$ cat src/rtl/alu_pkg.sv
// Shared definitions for the execute-stage ALU and its issue front end.
// The ALU imports alu_op_e from here, so the two always agree on encodings.
package alu_pkg;

    localparam int XLEN = 64;

    typedef enum logic [3:0] {
        ALU_ADD = 4'b0000,
        ALU_SUB = 4'b0001,
        ALU_AND = 4'b0010,
        ALU_OR  = 4'b0011,
        ALU_XOR = 4'b0100,
        ALU_SLL = 4'b0101,
        ALU_SRL = 4'b0110,
        ALU_SRA = 4'b0111
    } alu_op_e;

    localparam logic [6:0] OPC_OP     = 7'b0110011;
    localparam logic [6:0] OPC_OP_IMM = 7'b0010011;
    localparam logic [6:0] OPC_LOAD   = 7'b0000011;
    localparam logic [6:0] OPC_STORE  = 7'b0100011;
    localparam logic [6:0] OPC_BRANCH = 7'b1100011;

    localparam logic [6:0] F7_BASE = 7'b0000000;
    localparam logic [6:0] F7_ALT  = 7'b0100000;

    typedef struct packed {
        logic [XLEN-1:0] a;
        logic [XLEN-1:0] b;
        alu_op_e         ctrl;
        logic            is_branch;
        logic            ne;
    } issue_t;

    function automatic logic [XLEN-1:0] sext12(input logic [11:0] imm);
        return {{(XLEN-12){imm[11]}}, imm};
    endfunction

endpackage

$ cat src/rtl/alu_issue_ctrl_if.sv
// Instruction-in / issue-out bundle of the ALU issue controller.
// master = the instruction source and ALU consumer side; slave = the issue controller.
interface alu_issue_ctrl_if #(
    parameter int XLEN  = 64,
    parameter int CNT_W = 16
);
    logic             in_valid;
    logic             in_ready;
    logic [31:0]      in_instr;
    logic [XLEN-1:0]  in_rs1;
    logic [XLEN-1:0]  in_rs2;
    logic             out_valid;
    logic             out_ready;
    logic [XLEN-1:0]  out_a;
    logic [XLEN-1:0]  out_b;
    logic [3:0]       out_alu_ctrl;
    logic             out_is_branch;
    logic             out_branch_ne;
    logic             illegal_pulse;
    logic [CNT_W-1:0] illegal_cnt;

    modport master (
        output in_valid, in_instr, in_rs1, in_rs2, out_ready,
        input  in_ready, out_valid, out_a, out_b, out_alu_ctrl,
               out_is_branch, out_branch_ne, illegal_pulse, illegal_cnt
    );

    modport slave (
        input  in_valid, in_instr, in_rs1, in_rs2, out_ready,
        output in_ready, out_valid, out_a, out_b, out_alu_ctrl,
               out_is_branch, out_branch_ne, illegal_pulse, illegal_cnt
    );
endinterface

$ cat src/rtl/alu_issue_fifo.sv
// Two-entry issue queue with 1-bit wrapping pointers; head reads zero when empty.
module alu_issue_fifo
    import alu_pkg::*;
#(
    parameter type T = issue_t
) (
    input  logic clk,
    input  logic rst,
    input  logic push_i,
    input  T     wdata_i,
    input  logic pop_i,
    output logic full_o,
    output logic valid_o,
    output T     rdata_o
);
    T           mem_q [2];
    logic       wptr_q, rptr_q;
    logic [1:0] cnt_q;
    logic       do_push, do_pop;

    assign full_o  = (cnt_q == 2'd2);
    assign valid_o = (cnt_q != 2'd0);
    assign do_push = push_i && !full_o;
    assign do_pop  = pop_i && valid_o;
    assign rdata_o = valid_o ? mem_q[rptr_q] : T'('0);

    always_ff @(posedge clk or posedge rst) begin
        if (rst) begin
            mem_q[0] <= T'('0);
            mem_q[1] <= T'('0);
            wptr_q   <= 1'b0;
            rptr_q   <= 1'b0;
            cnt_q    <= 2'd0;
        end else begin
            if (do_push) begin
                mem_q[wptr_q] <= wdata_i;
                wptr_q        <= ~wptr_q;
            end
            if (do_pop) rptr_q <= ~rptr_q;
            case ({do_push, do_pop})
                2'b10:   cnt_q <= cnt_q + 2'd1;
                2'b01:   cnt_q <= cnt_q - 2'd1;
                default: cnt_q <= cnt_q;
            endcase
        end
    end
endmodule

$ cat src/rtl/alu_issue_ctrl.sv
// RV64 integer decode into ALU op + operand B, queued for the ALU under valid/ready.
// Unsupported encodings are consumed, never issued, and counted.
module alu_issue_ctrl
    import alu_pkg::*;
#(
    parameter int CNT_W = 16
) (
    input  logic              clk,
    input  logic              rst,
    alu_issue_ctrl_if.slave   bus
);
    logic [31:0]     instr;
    logic [6:0]      opc, f7;
    logic [2:0]      f3;
    logic [XLEN-1:0] imm_i, imm_s, shamt;
    logic            legal, is_br, br_ne;
    alu_op_e         op;
    logic [XLEN-1:0] opb;
    logic            unused_rs1_field;

    assign instr = bus.in_instr;
    assign opc   = instr[6:0];
    assign f3    = instr[14:12];
    assign f7    = instr[31:25];
    assign imm_i = sext12(instr[31:20]);
    assign imm_s = sext12({instr[31:25], instr[11:7]});
    assign shamt = {{(XLEN-6){1'b0}}, instr[25:20]};
    // Register indices are resolved upstream; only the values arrive here.
    assign unused_rs1_field = ^instr[19:15];

    always_comb begin
        legal = 1'b0;
        is_br = 1'b0;
        br_ne = 1'b0;
        op    = ALU_ADD;
        opb   = bus.in_rs2;
        if (instr[1:0] == 2'b11) begin
            case (opc)
                OPC_OP: begin
                    case (f3)
                        3'b000: begin
                            legal = (f7 == F7_BASE) || (f7 == F7_ALT);
                            op    = (f7 == F7_ALT) ? ALU_SUB : ALU_ADD;
                        end
                        3'b101: begin
                            legal = (f7 == F7_BASE) || (f7 == F7_ALT);
                            op    = (f7 == F7_ALT) ? ALU_SRA : ALU_SRL;
                        end
                        3'b001: begin legal = (f7 == F7_BASE); op = ALU_SLL; end
                        3'b100: begin legal = (f7 == F7_BASE); op = ALU_XOR; end
                        3'b110: begin legal = (f7 == F7_BASE); op = ALU_OR;  end
                        3'b111: begin legal = (f7 == F7_BASE); op = ALU_AND; end
                        default: legal = 1'b0;
                    endcase
                end
                OPC_OP_IMM: begin
                    opb = imm_i;
                    case (f3)
                        3'b000: begin legal = 1'b1; op = ALU_ADD; end
                        3'b100: begin legal = 1'b1; op = ALU_XOR; end
                        3'b110: begin legal = 1'b1; op = ALU_OR;  end
                        3'b111: begin legal = 1'b1; op = ALU_AND; end
                        3'b001: begin
                            opb   = shamt;
                            legal = (instr[31:26] == 6'b000000);
                            op    = ALU_SLL;
                        end
                        3'b101: begin
                            opb   = shamt;
                            legal = (instr[31:26] == 6'b000000) || (instr[31:26] == 6'b010000);
                            op    = instr[30] ? ALU_SRA : ALU_SRL;
                        end
                        default: legal = 1'b0;
                    endcase
                end
                OPC_LOAD:  begin legal = 1'b1; opb = imm_i; end
                OPC_STORE: begin legal = 1'b1; opb = imm_s; end
                OPC_BRANCH: begin
                    legal = (f3 == 3'b000) || (f3 == 3'b001);
                    op    = ALU_SUB;
                    is_br = 1'b1;
                    br_ne = f3[0];
                end
                default: legal = 1'b0;
            endcase
        end
    end

    logic   full, accept, push, pop;
    issue_t wdata, head;
    logic   ill_pulse_q;
    logic [CNT_W-1:0] ill_cnt_q;

    assign accept = bus.in_valid && !full;
    assign push   = accept && legal;
    assign pop    = bus.out_valid && bus.out_ready;

    assign wdata = '{a: bus.in_rs1, b: opb, ctrl: op, is_branch: is_br, ne: br_ne};

    alu_issue_fifo #(.T(issue_t)) u_fifo (
        .clk     (clk),
        .rst     (rst),
        .push_i  (push),
        .wdata_i (wdata),
        .pop_i   (pop),
        .full_o  (full),
        .valid_o (bus.out_valid),
        .rdata_o (head)
    );

    always_ff @(posedge clk or posedge rst) begin
        if (rst) begin
            ill_pulse_q <= 1'b0;
            ill_cnt_q   <= '0;
        end else begin
            ill_pulse_q <= accept && !legal;
            if (accept && !legal && !(&ill_cnt_q)) ill_cnt_q <= ill_cnt_q + 1'b1;
        end
    end

    assign bus.in_ready      = !full;
    assign bus.out_a         = head.a;
    assign bus.out_b         = head.b;
    assign bus.out_alu_ctrl  = head.ctrl;
    assign bus.out_is_branch = head.is_branch;
    assign bus.out_branch_ne = head.ne;
    assign bus.illegal_pulse = ill_pulse_q;
    assign bus.illegal_cnt   = ill_cnt_q;
endmodule
$ cat src/flat_wrapper.sv
// flat-port wrapper written by rule: the top's interface ports become plain ports
module alu_issue_ctrl_flat import alu_pkg::*;
#(
    parameter int CNT_W = 16
)
  (clk, rst, bus_in_valid, bus_in_instr, bus_in_rs1, bus_in_rs2, bus_out_ready, bus_in_ready, bus_out_valid, bus_out_a, bus_out_b, bus_out_alu_ctrl, bus_out_is_branch, bus_out_branch_ne, bus_illegal_pulse, bus_illegal_cnt);
  alu_issue_ctrl_if #(.CNT_W(CNT_W)) bus_i ();
  input  logic clk;
  input  logic rst;
  input wire logic [$bits(bus_i.in_valid)-1:0] bus_in_valid;
  input wire logic [$bits(bus_i.in_instr)-1:0] bus_in_instr;
  input wire logic [$bits(bus_i.in_rs1)-1:0] bus_in_rs1;
  input wire logic [$bits(bus_i.in_rs2)-1:0] bus_in_rs2;
  input wire logic [$bits(bus_i.out_ready)-1:0] bus_out_ready;
  output wire logic [$bits(bus_i.in_ready)-1:0] bus_in_ready;
  output wire logic [$bits(bus_i.out_valid)-1:0] bus_out_valid;
  output wire logic [$bits(bus_i.out_a)-1:0] bus_out_a;
  output wire logic [$bits(bus_i.out_b)-1:0] bus_out_b;
  output wire logic [$bits(bus_i.out_alu_ctrl)-1:0] bus_out_alu_ctrl;
  output wire logic [$bits(bus_i.out_is_branch)-1:0] bus_out_is_branch;
  output wire logic [$bits(bus_i.out_branch_ne)-1:0] bus_out_branch_ne;
  output wire logic [$bits(bus_i.illegal_pulse)-1:0] bus_illegal_pulse;
  output wire logic [$bits(bus_i.illegal_cnt)-1:0] bus_illegal_cnt;
  assign bus_i.in_valid = bus_in_valid;
  assign bus_i.in_instr = bus_in_instr;
  assign bus_i.in_rs1 = bus_in_rs1;
  assign bus_i.in_rs2 = bus_in_rs2;
  assign bus_i.out_ready = bus_out_ready;
  assign bus_in_ready = bus_i.in_ready;
  assign bus_out_valid = bus_i.out_valid;
  assign bus_out_a = bus_i.out_a;
  assign bus_out_b = bus_i.out_b;
  assign bus_out_alu_ctrl = bus_i.out_alu_ctrl;
  assign bus_out_is_branch = bus_i.out_is_branch;
  assign bus_out_branch_ne = bus_i.out_branch_ne;
  assign bus_illegal_pulse = bus_i.illegal_pulse;
  assign bus_illegal_cnt = bus_i.illegal_cnt;
  alu_issue_ctrl #(.CNT_W(CNT_W)) u_core (.clk(clk), .rst(rst), .bus(bus_i));
endmodule
$ cat config.mk
export PLATFORM = sky130hd
export DESIGN_NAME = alu_issue_ctrl_flat
export DESIGN_NICKNAME = d
export VERILOG_FILES = /design/src/rtl/alu_pkg.sv /design/src/rtl/alu_issue_ctrl_if.sv /design/src/rtl/alu_issue_fifo.sv /design/src/rtl/alu_issue_ctrl.sv /design/src/flat_wrapper.sv
export SDC_FILE = /design/constraint.sdc
export NUM_CORES = 1
export LEC_CHECK = 0
export BUFFER_PORTS_ARGS = -buffer_cell sky130_fd_sc_hd__buf_2
export CAP_MARGIN = 20
export CORE_MARGIN = 2
export CORE_UTILIZATION = 36
export DETAILED_ROUTE_END_ITERATION = 8
export PLACE_DENSITY = 0.56
export SYNTH_ARGS = -nofsm -noshare
export SYNTH_HDL_FRONTEND = slang
export SYNTH_SLANG_ARGS = --single-unit
$ cat constraint.sdc
create_clock -name clk -period 9.1 [get_ports clk]
set_clock_uncertainty 0.2 [all_clocks]
set_input_delay 0.455 -clock clk [delete_from_list [all_inputs] [get_ports clk]]
set_output_delay 0.455 -clock clk [all_outputs]
set_load 0.01 [all_outputs]
==> flow_metrics.py, run 1 <==
metrics = {
    "final_layout": {
        "layout_commonest_cell": "buf_2",
        "final_cell_mix": "buf_2 (310), dfrtp_1 (286), nand2_1 (279)",
        "fin_util_pct": 46.6,
        "drive_gt1_share_pct": 26.8,
        "syn_to_final_growth_pct": 27.8,
        "nNetsFinal": 1866,
        "fillers": 3566,
    },
    "global_route": {
        "antenna_found_initial": 8,
        "grt_pass1_wl_um": 58500,
        "grt_usage_pct": 18.7,
        "grt_overflow_total": 0,
        "grt_max_degree": 144,
        "grt_pass1_vias": 11100,
    },
    "synthesis": {
        "seq_area_frac_synth_pct": 53.7,
        "synth.distinct_cells": 48,
        "netlist_area_mm2": 0.0134,
        "yosysWarnings": 0,
        "netlist_instances": 1369,
        "synth_fp_nets": 1535,
        "post_synth.cell_area_avg_um2": 9.76,
        "synth-seq-cells": 287,
    },
    "critical_path": {
        "crit_arrival_ns": 2.90,
        "required_ns": 8.45,
        "end_kind": "output pin",
        "r2r_cells": 6,
        "critPathMaxFanout": 83,
        "regToRegEndpoint": "u_core.u_fifo.mem_q[80]",
        "startpoint_type": "flop",
        "r2r_start": "u_core.u_fifo.cnt_q[0]",
        "reg2reg_setup_slack_ns": 5.95,
        "worstSetupPathType": "flop to output pin",
    },
    "clocking": {
        "numCtsBuffers": 35,
        "clkLatencyLatePin_ns": 0.51,
        "numClockSinks": 287,
        "cts_buffer_depth": 3,
        "h-tree-depth": 2,
        "cts.clk_slew.worst_paths_ns": 0.05,
        "cts_tree": "yes",
        "root_buffer": "clkbuf_16",
    },
    "routing": {
        "firstDrtPassIters": 5,
        "drc": 0,
        "wl_per_cell_um": 16.5,
        "wirelength_um": 36100,
        "routed_via_density": 4.92,
        "route.vias.total": 10800,
        "ant_nets": 0,
        "first_iter_violations": 501,
    },
    "sta": {
        "max_freq_ghz": 0.281,
        "setup_viol_count_final": 0,
        "worst_pin_slew_ns": 1.03,
        "fin_crit_sh_pct": 39.1,
        "finalSetupTns_ns": 0,
        "period_minus_slack_ns": 3.55,
        "hold_viol": 0,
        "slew_violations": 0,
        "rsz0062_at_grt": "no",
        "maxSlewHeadroom_pct": 31.3,
    },
    "floorplanning": {
        "row_count": 70,
        "die_y_um": 197,
        "die_x_um": 197,
        "dieArea_mm2": 0.0387,
        "core-area_mm2": 0.0366,
        "ioPinCount": 317,
        "initial_core_util_pct": 36.5,
    },
    "power": {
        "p_leak_uw": 0.00912,
        "p_per_area_mw_per_mm2": 258,
        "ir_drop_uv": 170,
    },
    "outcome": {
        "outcome": "complete, no violations",
    },
    "hold_path": {
        "min_from": "bus_in_rs2[57]",
        "hold_class": "input port to flop",
        "min_to": "u_core.u_fifo.mem_q[197]",
        "hold_depth": 3,
    },
    "placement": {
        "dp_hpwl_um": 22300,
        "place.gp.congestion": 0.742,
        "io_buffers": 310,
    },
    "flow_run": {
        "maxCapViolCount": 0,
    },
}
synthesized netlist by cell type, drive strengths merged:
cell,n,share of area [%]
mux2i,134,10
and4bb,1,0.094
and4b,1,0.075
a21oi,114,4.3
and4,1,0.066
or3b,1,0.066
nand4,8,0.37
nor3b,1,0.056
and3,4,0.19
xnor2,15,0.98
ha,2,0.19
nor3,8,0.37
buf,45,1.9
a41o,1,0.084
or4,2,0.14
a31oi,1,0.047
o21ai,86,3.2
o221ai,5,0.33
conb,1,0.028
o31ai,1,0.056
nand2,280,7.9
a22oi,5,0.28
o2111ai,1,0.066
o211ai,2,0.15
nand2b,6,0.28
nand3b,1,0.056
a211oi,1,0.094
nor2,208,5.9
mux2,68,6.4
inv,5,0.14
o21ba,1,0.075
and2,4,0.19
nor2b,1,0.047
nand4bb,1,0.084
clkbuf,52,1.5
xor2,4,0.26
nand3,9,0.34
o211a,1,0.075
dfrtp,287,54
metrics by stage:
step                      instance area, um^2  hold slack (ns)  instances  total power (uW)  setup WS (ns)
final                                   17100           0.0343       2192              4400           5.55
after global routing                    17100           0.0208       2191              4670           5.36
after CTS                               17000           0.0107       2189              4470           5.45
after detailed placement                15200            0.255       2065              3000           5.57
after global placement                  15200            0.250       2065              2980           5.58
after floorplan                         13400            0.238       1369              2530          0.524
area by class of cell:
cell class / instances / area, um^2 / area share, %
Tap cell: 468 / 586 / 3.43
Antenna cell: 1 / 2.50 / 0.0147
Clock inverter: 7 / 110 / 0.645
Multi-Input combinational cell: 980 / 5750 / 33.7
Inverter: 5 / 26.3 / 0.154
Sequential cell: 287 / 7190 / 42.1
Clock buffer: 53 / 1080 / 6.30
Timing Repair Buffer: 391 / 2340 / 13.7
metal layers:
layer / up-vias / wire [um] / global-route usage (%)
met5: - / 69 / 0
met1: 5215 / 16500 / 24.4
met3: 56 / 2470 / 5.60
met2: 250 / 16400 / 30.6
li1: 5244 / - / -
met4: 12 / 694 / 4.82
worst max-delay path, cell delays in order, from the launching register on:
cell and delay, ns:
dfrtp_1 0.45, nor2_4 0.10, buf_4 0.53, buf_4 0.91, nor2_1 0.17, buf_2 0.20
repair_timing:
action | 4_1_cts | 5_1_grt
endpoints found under the hold margin | 128 | 39
gates resized for setup | 0 | 0
hold buffers | 64 | 1
setup buffers | 0 | 0
registers in the layout, indices dropped and copies added, names as in the netlist:
signal / cells
u_core.u_fifo.mem_q: 266
u_core.bus.illegal_pulse: 1
u_core.u_fifo.rptr_q: 1
u_core.u_fifo.wptr_q: 1
u_core.bus.illegal_cnt: 16
u_core.u_fifo.cnt_q: 2
power by group:
part	internal [uW]	switching, uW
combinational	543	732
sequential	1530	181
clock	896	522
total	2970	1440
how the worst max path moves through the flow:
stage                                       from                        end  depth (start not counted)
after global routing      u_core.u_fifo.cnt_q[0]              bus_out_a[34]                          5
after detailed placement        bus_in_instr[14]    u_core.u_fifo.mem_q[75]                          8
final                     u_core.u_fifo.cnt_q[0]              bus_out_a[34]                          5
after CTS                 u_core.u_fifo.cnt_q[0]              bus_out_b[19]                          5
after floorplan                              rst  u_core.bus.illegal_cnt[0]                          1
after global placement          bus_in_instr[14]    u_core.u_fifo.mem_q[79]                          8
cells by family (layout without fill, tap and decap cells):
group	after synthesis	after routing	synth area share, %
AND/OR/NAND/NOR	537	537	16.2
XOR/XNOR	19	19	1.25
adder cells (fa/ha/maj)	2	2	0.187
AO/OA/AOI/OAI	219	219	8.75
other	1	2	0.0281
buffers and inverters	102	456	3.46
multiplexers	202	202	16.4
flip-flops	287	287	53.7
Note: power is estimated with default switching activity, not from simulation.
==> run 2: changes to the inputs <==
==> constraint.sdc (replaced) <==
create_clock -name clk -period 2.9 [get_ports clk]
set_clock_uncertainty 0.2 [all_clocks]
set_input_delay 0.145 -clock clk [delete_from_list [all_inputs] [get_ports clk]]
set_output_delay 0.145 -clock clk [all_outputs]
set_load 0.01 [all_outputs]
==> flow_metrics.py, run 2 (synthesis results as in run 1) <==
metrics = {
    "final_layout": {
        "drive_gt1_share_pct": 25.9,
        "stdcell_count": 2292,
        "nNetsFinal": 1965,
        "finalInstanceArea_mm2": 0.0181,
        "top_register": "u_core.u_fifo.mem_q",
        "largest_register_ff_count": 266,
        "fin_util_pct": 49.4,
        "layout_commonest_cell": "buf_2",
        "final_cell_mix": "buf_2 (310), dfrtp_1 (286), nand2_1 (279)",
        "fillers": 3441,
        "syn_to_final_growth_pct": 35.5,
    },
    "global_route": {
        "grt_usage_pct": 19.3,
        "antenna_found_initial": 4,
        "globalRouteMet3Util_pct": 4.52,
        "use_met1_pct": 25.0,
        "globalRouteMet2Util_pct": 32.0,
        "grt_pass1_vias": 11600,
        "grt_overflow_total": 0,
        "busiest_layer": "met2",
        "grt_max_degree": 126,
        "grt_pass1_wl_um": 60000,
    },
    "flow_run": {
        "maxCapViolCount": 0,
    },
    "critical_path": {
        "path_cells": "buf_4, mux2i_1, nor2_1, buf_2",
        "critPathMaxStageDelay_ns": 0.77,
        "end_kind": "output pin",
        "crit_family": "flip-flops",
        "crit_buf_inv": 2,
        "cp_slowest_cell": "dfrtp_4",
        "reg2reg_setup_slack_ns": 0.44,
        "critical_path_depth": 4,
        "setup.worst_path.start": "u_core.u_fifo.rptr_q",
        "cp-endpoint": "bus_out_b[34]",
        "critPathMaxFanout": 25,
        "r2r_start": "u_core.u_fifo.cnt_q[0]",
        "crit_arrival_ns": 2.23,
        "worstSetupPathType": "flop to output pin",
        "required_ns": 2.56,
        "r2r_cells": 5,
        "startpoint_type": "flop",
        "regToRegEndpoint": "u_core.u_fifo.mem_q[89]",
    },
    "routing": {
        "wirelength_um": 37300,
        "routed_via_density": 4.89,
        "wl_per_cell_um": 16.3,
        "ant_nets": 0,
        "first_iter_violations": 485,
        "drc": 0,
        "firstDrtPassIters": 5,
        "route.vias.total": 11200,
    },
    "sta": {
        "finalSetupTns_ns": 0,
        "worst_pin_slew_ns": 0.760,
        "max_freq_ghz": 0.389,
        "maxSlewHeadroom_pct": 49.3,
        "rsz0062_at_grt": "no",
        "timing.hold.ws_ns": 0.114,
        "setup_viol_count_final": 0,
        "hold_viol": 0,
        "slew_violations": 0,
        "fin_crit_sh_pct": 88.6,
        "period_minus_slack_ns": 2.57,
    },
    "placement": {
        "placed_area_mm2": 0.0155,
        "dp_hpwl_um": 23100,
        "place_inst": 2080,
        "io_buffers": 310,
        "place.gp.congestion": 0.770,
    },
    "floorplanning": {
        "dieArea_mm2": 0.0387,
        "core-area_mm2": 0.0366,
        "ioPinCount": 317,
        "row_count": 70,
        "die_x_um": 197,
        "die_y_um": 197,
        "initial_core_util_pct": 36.5,
    },
    "clocking": {
        "h-tree-depth": 2,
        "cts_tree": "yes",
        "numCtsBuffers": 35,
        "root_buffer": "clkbuf_16",
        "cts_buffer_depth": 3,
        "numClockSinks": 287,
        "clkLatencyLatePin_ns": 0.53,
        "cts.clk_slew.worst_paths_ns": 0.06,
    },
    "hold_path": {
        "hold_class": "input port to flop",
    },
    "power": {
        "p_per_area_mw_per_mm2": 756,
        "p_leak_uw": 0.00953,
        "ir_drop_uv": 431,
    },
    "outcome": {
        "outcome": "complete, no violations",
    },
}
## run 2: timing repair
| action | in CTS | in global routing |
|---|---|---|
| resized for setup | 0 | 0 |
| endpoints found under the setup margin | 0 | 0 |
| hold buffers | 150 | 0 |
| buffers inserted | 0 | 0 |
| endpoints found under the hold margin | 415 | 0 |
## run 2: cell type report
cell class / instances / area (um^2) / area share, %
timing repair buffer: 490 / 3490 / 19.3
multi-input combinational: 980 / 5750 / 31.7
tap: 468 / 586 / 3.23
clock inverter: 7 / 63.8 / 0.353
inverter: 5 / 22.5 / 0.124
clock buffer: 52 / 1000 / 5.52
antenna: 3 / 7.51 / 0.0415
sequential: 287 / 7190 / 39.7
## run 2: layer usage
layer	routed length (um)	up-vias	part of all wire [%]
met3	2320	63	6.2
met4	868	2	2.3
met1	16600	5405	44
li1	-	5440	-
met2	17500	298	47
met5	11	-	0.029
## run 2: worst min path at each step
stage | slack (ns) | start | cells past startpoint | end
5_1_grt | 0.14 | bus_in_instr[4] | 4 | u_core.bus.illegal_pulse
2_1_floorplan | 0.06 | bus_in_rs1[0] | 2 | u_core.u_fifo.mem_q[204]
6_report | 0.11 | bus_in_instr[4] | 4 | u_core.bus.illegal_pulse
3_5_place_dp | 0.03 | rst | 2 | u_core.u_fifo.mem_q[73]
3_3_place_gp | 0.03 | rst | 2 | u_core.u_fifo.mem_q[73]
4_1_cts | 0.08 | bus_in_instr[4] | 4 | u_core.bus.illegal_pulse
## run 2: worst register-to-register path, cell delays in order, from the launching register on
cell and delay, ns:
dfrtp_1 0.44, nand2b_1 0.20, and2_0 0.35, o211ai_4 0.22, buf_12 0.46, mux2_4 0.46
## run 2: stage by stage
stage,power [uW],setup WS (ns)
detailed placement,9530,0.419
floorplan,7940,-1.25
global placement,9460,0.432
global route,14500,0.205
CTS,13900,0.255
finish,13700,0.330
## run 2: power by group
part	leakage (uW)	switching [uW]	internal, uW
combinational	0.00516	2370	1860
clock	0.000526	1650	2460
sequential	0.00385	551	4790
total	0.00953	4570	9110
